## src/rtl/controle_execucao_pkg.sv

```systemverilog
// Shared definitions for the MIPS execution sequencer.
// Holds the state encoding used by the controller and exported on the estado port.
package controle_execucao_pkg;

    localparam int ESTADO_W = 3;

    typedef enum logic [ESTADO_W-1:0] {
        INICIO     = 3'd0,
        EXECUTA    = 3'd1,
        PASSO      = 3'd2,
        ESPERA_IN  = 3'd3,
        MOSTRA_OUT = 3'd4,
        PARADO     = 3'd5
    } estado_t;

endpackage

```

## src/rtl/debounce_pulso.sv

```systemverilog
// Button conditioner: 2-flop synchronizer, stability filter and rising-edge pulse.
// A raw press shows up as a one-cycle pulso DEB_CYCLES+3 cycles later.
module debounce_pulso #(
    parameter logic [15:0] DEB_CYCLES = 16'd50000
) (
    input  logic clock,
    input  logic reset,
    input  logic botao,
    output logic nivel,
    output logic pulso
);

    logic        sync1_q;
    logic        sync2_q;
    logic        nivel_q;
    logic        nivelAnt_q;
    logic        pulso_q;
    logic [15:0] estavel_q;
    logic [15:0] estavel_d;
    logic        nivel_d;

    // The level only flips after the synced input has disagreed with it for DEB_CYCLES cycles in a row.
    always_comb begin
        estavel_d = '0;
        nivel_d   = nivel_q;
        if (sync2_q != nivel_q) begin
            if (estavel_q >= DEB_CYCLES - 16'd1) begin
                nivel_d = sync2_q;
            end else begin
                estavel_d = estavel_q + 16'd1;
            end
        end
    end

    always_ff @(posedge clock) begin
        if (reset) begin
            sync1_q    <= 1'b0;
            sync2_q    <= 1'b0;
            nivel_q    <= 1'b0;
            nivelAnt_q <= 1'b0;
            pulso_q    <= 1'b0;
            estavel_q  <= '0;
        end else begin
            sync1_q    <= botao;
            sync2_q    <= sync1_q;
            nivel_q    <= nivel_d;
            estavel_q  <= estavel_d;
            nivelAnt_q <= nivel_q;
            pulso_q    <= nivel_q & ~nivelAnt_q;
        end
    end

    assign nivel = nivel_q;
    assign pulso = pulso_q;

endmodule

```

## src/rtl/controle_execucao.sv

```systemverilog
// Execution sequencer for the single-cycle MIPS core: decides when an instruction commits
// (exec_en), handling free run, single step, input waits, output display hold and halt.
module controle_execucao
    import controle_execucao_pkg::*;
#(
    parameter logic [15:0] DEB_CYCLES  = 16'd50000,
    parameter logic [31:0] HOLD_CYCLES = 32'd50000000,
    parameter int          CNT_WIDTH   = 32
) (
    input  logic                 clock,
    input  logic                 reset,
    input  logic                 congela,
    input  logic                 modo_passo,
    input  logic                 botao_passo,
    input  logic                 botao_confirma,
    input  logic                 halt,
    input  logic                 in,
    input  logic                 out,
    output logic                 exec_en,
    output logic                 esperando_entrada,
    output logic                 mostrando_saida,
    output logic                 processador_parado,
    output logic [ESTADO_W-1:0]  estado,
    output logic [CNT_WIDTH-1:0] contador_instr
);

    estado_t              estado_q;
    estado_t              retorno;
    logic [31:0]          hold_q;
    logic [CNT_WIDTH-1:0] contador_q;
    logic [CNT_WIDTH-1:0] contador_d;
    logic                 passoPulso;
    logic                 confirmaPulso;
    logic [1:0]           niveis_unused;
    logic                 execEn;

    debounce_pulso #(.DEB_CYCLES(DEB_CYCLES)) u_passo (
        .clock (clock),
        .reset (reset),
        .botao (botao_passo),
        .nivel (niveis_unused[0]),
        .pulso (passoPulso)
    );

    debounce_pulso #(.DEB_CYCLES(DEB_CYCLES)) u_confirma (
        .clock (clock),
        .reset (reset),
        .botao (botao_confirma),
        .nivel (niveis_unused[1]),
        .pulso (confirmaPulso)
    );

    assign retorno = modo_passo ? PASSO : EXECUTA;

    // Commit decision is Mealy; reset and freeze both veto it so nothing is written in those cycles.
    always_comb begin
        execEn = 1'b0;
        if (!reset && !congela) begin
            case (estado_q)
                EXECUTA:   execEn = !halt && !in;
                PASSO:     execEn = passoPulso && !halt && !in;
                ESPERA_IN: execEn = confirmaPulso;
                default:   execEn = 1'b0;
            endcase
        end
    end

    always_comb begin
        contador_d = contador_q;
        if (execEn && (contador_q != '1)) begin
            contador_d = contador_q + 1'b1;
        end
    end

    // Pulses that arrive in a state that does not use them simply fall through, so nothing is queued.
    always_ff @(posedge clock) begin
        if (reset) begin
            estado_q   <= INICIO;
            hold_q     <= '0;
            contador_q <= '0;
        end else if (!congela) begin
            contador_q <= contador_d;
            case (estado_q)
                INICIO: estado_q <= retorno;
                EXECUTA, PASSO: begin
                    if ((estado_q == EXECUTA) || passoPulso) begin
                        if (halt) begin
                            estado_q <= PARADO;
                        end else if (in) begin
                            estado_q <= ESPERA_IN;
                        end else if (out) begin
                            hold_q   <= HOLD_CYCLES - 32'd1;
                            estado_q <= MOSTRA_OUT;
                        end else if (estado_q == EXECUTA) begin
                            estado_q <= retorno;
                        end else begin
                            estado_q <= PASSO;
                        end
                    end else begin
                        estado_q <= retorno;
                    end
                end
                ESPERA_IN: begin
                    if (confirmaPulso) begin
                        estado_q <= retorno;
                    end
                end
                MOSTRA_OUT: begin
                    if (hold_q == '0) begin
                        estado_q <= retorno;
                    end else begin
                        hold_q <= hold_q - 32'd1;
                    end
                end
                PARADO:  estado_q <= PARADO;
                default: estado_q <= INICIO;
            endcase
        end
    end

    assign exec_en            = execEn;
    assign estado             = estado_q;
    assign contador_instr     = contador_q;
    assign esperando_entrada  = (estado_q == ESPERA_IN);
    assign mostrando_saida    = (estado_q == MOSTRA_OUT);
    assign processador_parado = (estado_q == PARADO);

endmodule

```

## config.mk

```make
export PLATFORM = sky130hd
export DESIGN_NAME = controle_execucao
export DESIGN_NICKNAME = d
export VERILOG_FILES = /design/src/rtl/controle_execucao_pkg.sv /design/src/rtl/debounce_pulso.sv /design/src/rtl/controle_execucao.sv
export SDC_FILE = /design/constraint.sdc
export NUM_CORES = 1
export LEC_CHECK = 0
export BUFFER_PORTS_ARGS = -buffer_cell sky130_fd_sc_hd__buf_2
export CAP_MARGIN = 10
export CORE_ASPECT_RATIO = 1.1
export CORE_UTILIZATION = 40
export CTS_CLUSTER_SIZE = 25
export DETAILED_ROUTE_END_ITERATION = 8
export GPL_TIMING_DRIVEN = 0
export PLACE_DENSITY = 0.67
export SYNTH_ARGS = -nofsm -noshare
export SYNTH_HDL_FRONTEND = slang
export SYNTH_SLANG_ARGS = --single-unit
export TNS_END_PERCENT = 100
```

## constraint.sdc

```tcl
create_clock -name clock -period 3.65 [get_ports clock]
set_input_delay 0.1825 -clock clock [delete_from_list [all_inputs] [get_ports clock]]
set_output_delay 0.1825 -clock clock [all_outputs]
set_load 0.005 [all_outputs]
```

==> run summary, run 1 <==
Pin count of the biggest net entering global routing - 19
FMAX - 0.328 GHz
Synth Cell Area - 5150 sq um
Nets - 679
Synthesized Nets - 622
Antenna diodes - 0
Tcrit/Tclk final - 83.4%
RePlAce Congestion - 0.827
Detailed-placement wirelength estimate - 8.38 mm
Overflow after GRT - 0
Port-buffer cells - 46
Iteration-0 DRC count of the detailed router - 162
Reg clk slew, reported paths - 70 ps
WP data arrival - 3260 ps
Cells after Synth - 609
Final setup fails - 0
CTS buffer count - 9
Sum Neg Setup Slack - 0 ps
Fin. Hold Viols - 0
Hold Path Depth - 2
Design Area, Final - 5910 sq um
Root Buffer - clkbuf_16
CP required - 3870 ps
FP Rows - 43
MaxCap Viol Count - 0
Ys async rst share - 0%
Layout cell share with drive strength beyond 1 - 11.2%
Failing checks - design-rule violations
Layout area overhead - 14.7%
Max VDD drop - 0.265 mV
Stages on the worst setup path - 8
Vias per inst - 5.36
Max FO, Critical Path - 10
Pwr dens - 418 nW/um^2
Htree depth - 3
Chip Width - 110 microns
Slew margin rel. - 32.3%
CTS tree - done
Avg WL per Cell - 13.7 microns
Fill cell count - 1246
Synthesized flop and latch total - 109
Startpoint Class - register
Minimum clock period - 3050 ps
Final setup skew - 7.00 ps
Core area - 12600 sq um
Final wirelength - 11.4 mm
Number of global-route vias before repair - 4231
Status - finished with violations
Top FF cell, synth - dfxtp_1
Die area - 13300 sq um
Io pins - 48
Hold Buf Count CTS - 0
Pins Over Slew Limit - 0
Die height - 121 microns
CTS resizes - 0
Initial antenna violation count - 0
Yosys warning count - 0
DRC errors left - 2
Sequential share of the synthesized area - 42.4%
Post-route ant nets - 0
Via Count - 4437
GRT Total Usage - 18.1%
Worst min path class - primary input to register
Reg2reg path depth - 8
Drt pass-1 iters - 6
Post-synth EDFFs - 0
Initial Utilization - 40.9%
Buf/Inv on CP - 2
Worst skew pair latency - 340 ps
Fin Hold WS - 77.3 ps
First-pass GRT wire length - 19.4 mm
Mean Syn Cell Area - 8.46 sq um
Synth unique cells - 53
CTS max path bufs - 2
RSZ-0062 raised after global routing - no
Worst path cell trace - clkbuf_1 -> nor2b_1 -> o21ai_0 -> a2111oi_0 -> clkbuf_1 -> o21ai_0 -> xor2_1 -> nor2_1
Slowest CP cell - a2111oi_0
Critical path type - register to register
Area after DPL - 5580 sq um
Worst-Margin Slew - 1010 ps
P_leak - 2.24 nW
CP top delay family - compound AO/OA/AOI/OAI gates
Setup Buffers After CTS - 0
Critical Path Max Stage Delay - 760 ps
CP Capture Type - register
Clk sinks - 109
==> area by class of cell <==
cell class | count | area, sq um | share of cell area [%]
multi-input cells | 466 | 2840 | 48.0
flip-flops and latches | 109 | 2180 | 36.9
clock buffers | 10 | 239 | 4.04
repair buffers | 46 | 230 | 3.89
well taps | 157 | 196 | 3.32
clock inverters | 6 | 93.8 | 1.59
plain buffers | 22 | 90.1 | 1.52
inverters | 12 | 45.0 | 0.762
==> state kept, by name (all words and copies together), names as in the netlist <==
register	flops
u_confirma.estavel_q	16
hold_q	32
u_passo.sync1_q	1
contador_instr	32
estado	3
u_passo.nivelAnt_q	1
u_passo.estavel_q	16
u_confirma.nivel	1
u_passo.pulso	1
u_confirma.pulso	1
u_confirma.sync2_q	1
u_passo.sync2_q	1
u_passo.nivel	1
u_confirma.sync1_q	1
u_confirma.nivelAnt_q	1
==> cells in the mapped netlist (all sizes together), types with 11 or more instances <==
cell type / number / area share, %
nor3: 16 / 1.6
nor2b: 12 / 1.5
inv: 11 / 0.80
nand3: 39 / 3.8
or3: 11 / 1.3
a21oi: 26 / 2.8
xor2: 54 / 9.2
xnor2: 22 / 3.7
and3: 15 / 1.8
o21ai: 18 / 1.7
nand4: 26 / 3.2
clkbuf: 20 / 1.5
nor2: 105 / 7.6
nor4: 11 / 1.3
nand2: 30 / 2.2
dfxtp: 109 / 42
==> layer usage <==
layer | global-route usage, % | wire length [microns]
met1 | 23.7 | 5250
met5 | 0 | 0
met4 | 5.59 | 122
met2 | 29.6 | 5500
met3 | 3.71 | 510
==> cells by family after synthesis <==
group / after synthesis / share of synthesized area [%]
compound gates: 70 / 8.74
xor+xnor: 76 / 12.9
fa+ha+maj: 4 / 0.971
buf+inv: 34 / 2.62
flops: 109 / 42.4
mux: 6 / 1.17
simple gates: 310 / 31.2
==> final timing paths <==
check	from	end	slack (ps)
worst min-delay path	botao_passo	u_passo.sync1_q	80
worst max register to register	estado[0]	contador_instr[9]	600
worst max-delay path	estado[0]	contador_instr[9]	600
worst min register to register	u_passo.nivelAnt_q	u_passo.pulso	390
==> through the flow <==
step                total power, mW  util (%)  instances  setup WS, ps
floorplan                      1.38         -        609          1010
global placement               1.43      44.3        812           642
detailed placement             1.43      44.3        812           606
CTS                            2.50      47.0        828           590
global route                   2.58      47.0        828           198
finish                         2.47      47.0        828           605
==> power by group <==
group,leakage [nW],total [mW],internal (mW),switching (mW)
sequential,0.879,1.21,1.20,0.0101
clock,0.159,1.06,0.625,0.437
combinational,1.20,0.197,0.0714,0.125
==> cell usage in the layout (no fill, tap or decap), drive strengths merged, types with 2 or more instances in the layout <==
| cell type | instances |
|---|---|
| a311oi | 2 |
| and2 | 7 |
| ha | 4 |
| nand4b | 2 |
| and3 | 15 |
| a211oi | 5 |
| nand2b | 6 |
| nand3b | 2 |
| nand2 | 30 |
| xnor2 | 22 |
| xor2 | 54 |
| nor2b | 12 |
| and4 | 7 |
| clkinv | 3 |
| inv | 12 |
| o21ai | 18 |
| bufinv | 2 |
| clkbuf | 30 |
| a2111oi | 2 |
| nor3 | 16 |
| o31ai | 3 |
| or4 | 10 |
| a311o | 2 |
| buf | 48 |
| or3 | 11 |
| nor2 | 105 |
| or2 | 4 |
| a21oi | 26 |
| dfxtp | 109 |
| o2111ai | 2 |
| nor4 | 11 |
| or4b | 2 |
| nand4 | 26 |
| mux2i | 6 |
| o211ai | 2 |
| a31oi | 5 |
| nand3 | 39 |
(Power assumes the default switching activity.)
==> run 2, diff against run 1 <==
--- a/config.mk
+++ b/config.mk
@@ -12,7 +12,7 @@
 export CTS_CLUSTER_SIZE = 25
 export DETAILED_ROUTE_END_ITERATION = 8
 export GPL_TIMING_DRIVEN = 0
-export PLACE_DENSITY = 0.67
+export PLACE_DENSITY = 0.7
 export SYNTH_ARGS = -nofsm -noshare
 export SYNTH_HDL_FRONTEND = slang
 export SYNTH_SLANG_ARGS = --single-unit
==> constraint.sdc (replaced) <==
create_clock -name clock -period 2.8 [get_ports clock]
set_input_delay 0.14 -clock clock [delete_from_list [all_inputs] [get_ports clock]]
set_output_delay 0.14 -clock clock [all_outputs]
set_load 0.005 [all_outputs]
==> run 2 against run 1 <==
  * The flow now finishes without violations
  * Clock-buffer cell count is 1 lower
  * Critical path depth is 1 lower
  * Clock skew is 0.90 ps higher
  * Final cell count is 0.36% higher
  * Via count is 1.9% higher
  * Register-to-register slack worse by 550 ps
  * Flip-flop and latch count stayed put
  * Final area is 1.2% higher
  * First-iteration DRC count is 49% higher
  * Critical endpoint is now hold_q[21]
  * Largest cell class unchanged
  * Highest routed layer unchanged
==> run summary, run 2 (synthesized netlist as in run 1, its figures left out) <==
CTS max path bufs - 2 (unchanged)
Drt pass-1 iters - 4 (-2)
Net Sw Power - 0.778 mW (+36%)
Max FO, Critical Path - 10 (unchanged)
Pwr dens - 540 nW/um^2 (+29%)
Critical Path Max Stage Delay - 660 ps (-100 ps)
Hold Path Depth - 2 (unchanged)
Number of global-route vias before repair - 4346 (+2.7%)
FP Rows - 43 (unchanged)
Reg clk slew, reported paths - 70 ps (about the same)
WP data arrival - 2950 ps (-310 ps)
P_leak - 2.27 nW (+1.1%)
Internal - 2.45 mW (+29%)
GRT busiest layer - met2
Root Buffer - clkbuf_16
Via Count - 4520 (+1.9%)
Design Area, Final - 5980 sq um (+1.2%)
Status - completed
Seq. cell area - 2180 sq um (+0.12%)
Layout cell share with drive strength beyond 1 - 13.2% (+2.0 points)
Minimum clock period - 2750 ps (-300 ps)
Overflow after GRT - 0 (unchanged)
Die area - 13300 sq um (unchanged)
Crit path launch - hold_q[25]
Layout area overhead - 16.1%
MaxCap Viol Count - 0 (unchanged)
Tcrit/Tclk final - 98.1% (+15 points)
Buf/Inv on CP - 1 (-1)
Most frequent cells in the layout - dfxtp_1 (107), nor2_1 (104), xor2_1 (54)
CTS buffer count - 9 (unchanged)
Placed insts - 812 (unchanged)
Core area - 12600 sq um (unchanged)
Hold Buf Count CTS - 0 (unchanged)
Slew margin rel. - 54.6% (+22 points)
Port-buffer cells - 46 (unchanged)
Avg WL per Cell - 14.4 microns (+4.9%)
Critical path type - register to register
GRT Total Usage - 19.0% (+0.89 points)
First-pass GRT wire length - 20.0 mm (+3.5%)
Io pins - 48 (unchanged)
Area after DPL - 5580 sq um (unchanged)
Antenna diodes - 0 (unchanged)
Clk sinks - 109 (unchanged)
Worst path cell trace - or4_1 -> or4_4 -> or3_1 -> buf_6 -> a21oi_4 -> mux2i_1 -> a211oi_2
Met1 usage - 23.3% (-0.34 points)
Slowest CP cell - or4_1
Commonest non-fill, non-tap cell in the layout - dfxtp_1
Min-delay src - botao_passo
Met2 Resource Use GR - 32.0% (+2.3 points)
CP Capture Type - register
Stages on the worst setup path - 7 (-1)
Vias per inst - 5.44 (+1.5%)
Final wirelength - 12.0 mm (+5.3%)
CP required - 3010 ps (-860 ps)
Pins Over Slew Limit - 0 (unchanged)
Chip Width - 110 microns (unchanged)
Max VDD drop - 0.330 mV (+25%)
Switching Share - 24.1% (+0.87 points)
Detailed-placement wirelength estimate - 8.64 mm (+3.2%)
Fin util - 47.5% (+0.57 points)
Initial Utilization - 40.9% (unchanged)
Worst-Margin Slew - 674 ps (-339 ps)
Comb power frac - 8.6% (+0.6 points)
DRC errors left - 0 (-2)
Final setup skew - 7.90 ps (+0.896 ps)
Clk pwr share - 42.6% (-0.4 points)
Initial antenna violation count - 0 (unchanged)
Iteration-0 DRC count of the detailed router - 241 (+49%)
Die height - 121 microns (unchanged)
CTS tree - done
Area of the multi-input gates - 2880 sq um (+1.6%)
Pin count of the biggest net entering global routing - 19 (unchanged)
Htree depth - 3 (unchanged)
Seq pwr share - 48.8% (-0.2 points)
Worst min path class - primary input to register
Fill cell count - 1249 (+0.24%)
CP top delay family - simple AND/OR/NAND/NOR gates
FF-to-FF Start - hold_q[25]
Worst skew pair latency - 350 ps (about the same)
Startpoint Class - register
RePlAce Congestion - 0.852 (+3.1%)
Fin. Hold Viols - 0 (unchanged)
FMAX - 0.364 GHz (+11%)
Routing usage on met3 - 3.92% (+0.21 points)
Reg2reg path depth - 7 (-1)
Nets - 683 (+0.59%)
Post-route ant nets - 0 (unchanged)
Fin cells - 831 (+0.36%)
Fin Hold WS - 22.9 ps (-54.4 ps)
Final setup fails - 0 (unchanged)
Pwr Total - 3.23 mW (+31%)
[run 2: metrics by stage]
stage / TNS, ps / worst slack (ps)
after floorplan: 0 / 155
after global routing: -7.63 / -7.63
final: 0 / 54.0
after detailed placement: -2970 / -260
after CTS: 0 / 36.9
after global placement: -1890 / -203
[run 2: worst paths after layout]
check	to	slack (ps)
worst max-delay path	hold_q[21]	50
worst min-delay path	u_passo.sync1_q	20
worst max register to register	hold_q[21]	50
worst min register to register	u_passo.pulso	390
[run 2: final cells by class]
| type | count | share of cell area [%] |
|---|---|---|
| plain buffers | 22 | 1.61 |
| clock buffers | 9 | 3.76 |
| flip-flops and latches | 109 | 36.5 |
| inverters | 12 | 0.753 |
| clock inverters | 6 | 1.57 |
| repair buffers | 50 | 4.35 |
| well taps | 157 | 3.28 |
| multi-input cells | 466 | 48.2 |
[run 2: layer usage]
layer	vias up	part of all wire (%)	wire, microns
met3	15	3.6	428
li1	2270	-	-
met2	87	49	5880
met1	2148	46	5460
met5	-	0	0
met4	0	1.8	218
[run 2: repair_timing]
action,CTS,global route
buffers inserted,2,2
setup endpoints to repair,25,30
gates resized for setup,9,9
pin swaps,2,3
endpoints found under the hold margin,0,0
[run 2: worst register-to-register path, delay by kind of cell (launching register included)]
kind,cells,cell delay (ps)
AO/OA/AOI/OAI,2,280
buffers and inverters,1,160
flip-flops,1,350
multiplexers,1,270
AND/OR/NAND/NOR,3,1550
[run 2: power by group through the flow]
stage	Clock, mW	Sequential [mW]	Combinational [mW]
2_1_floorplan	0	1.61	0.193
3_3_place_gp	0	1.61	0.254
3_5_place_dp	0	1.61	0.259
4_1_cts	1.40	1.58	0.268
5_1_grt	1.47	1.58	0.303
6_report	1.38	1.58	0.277
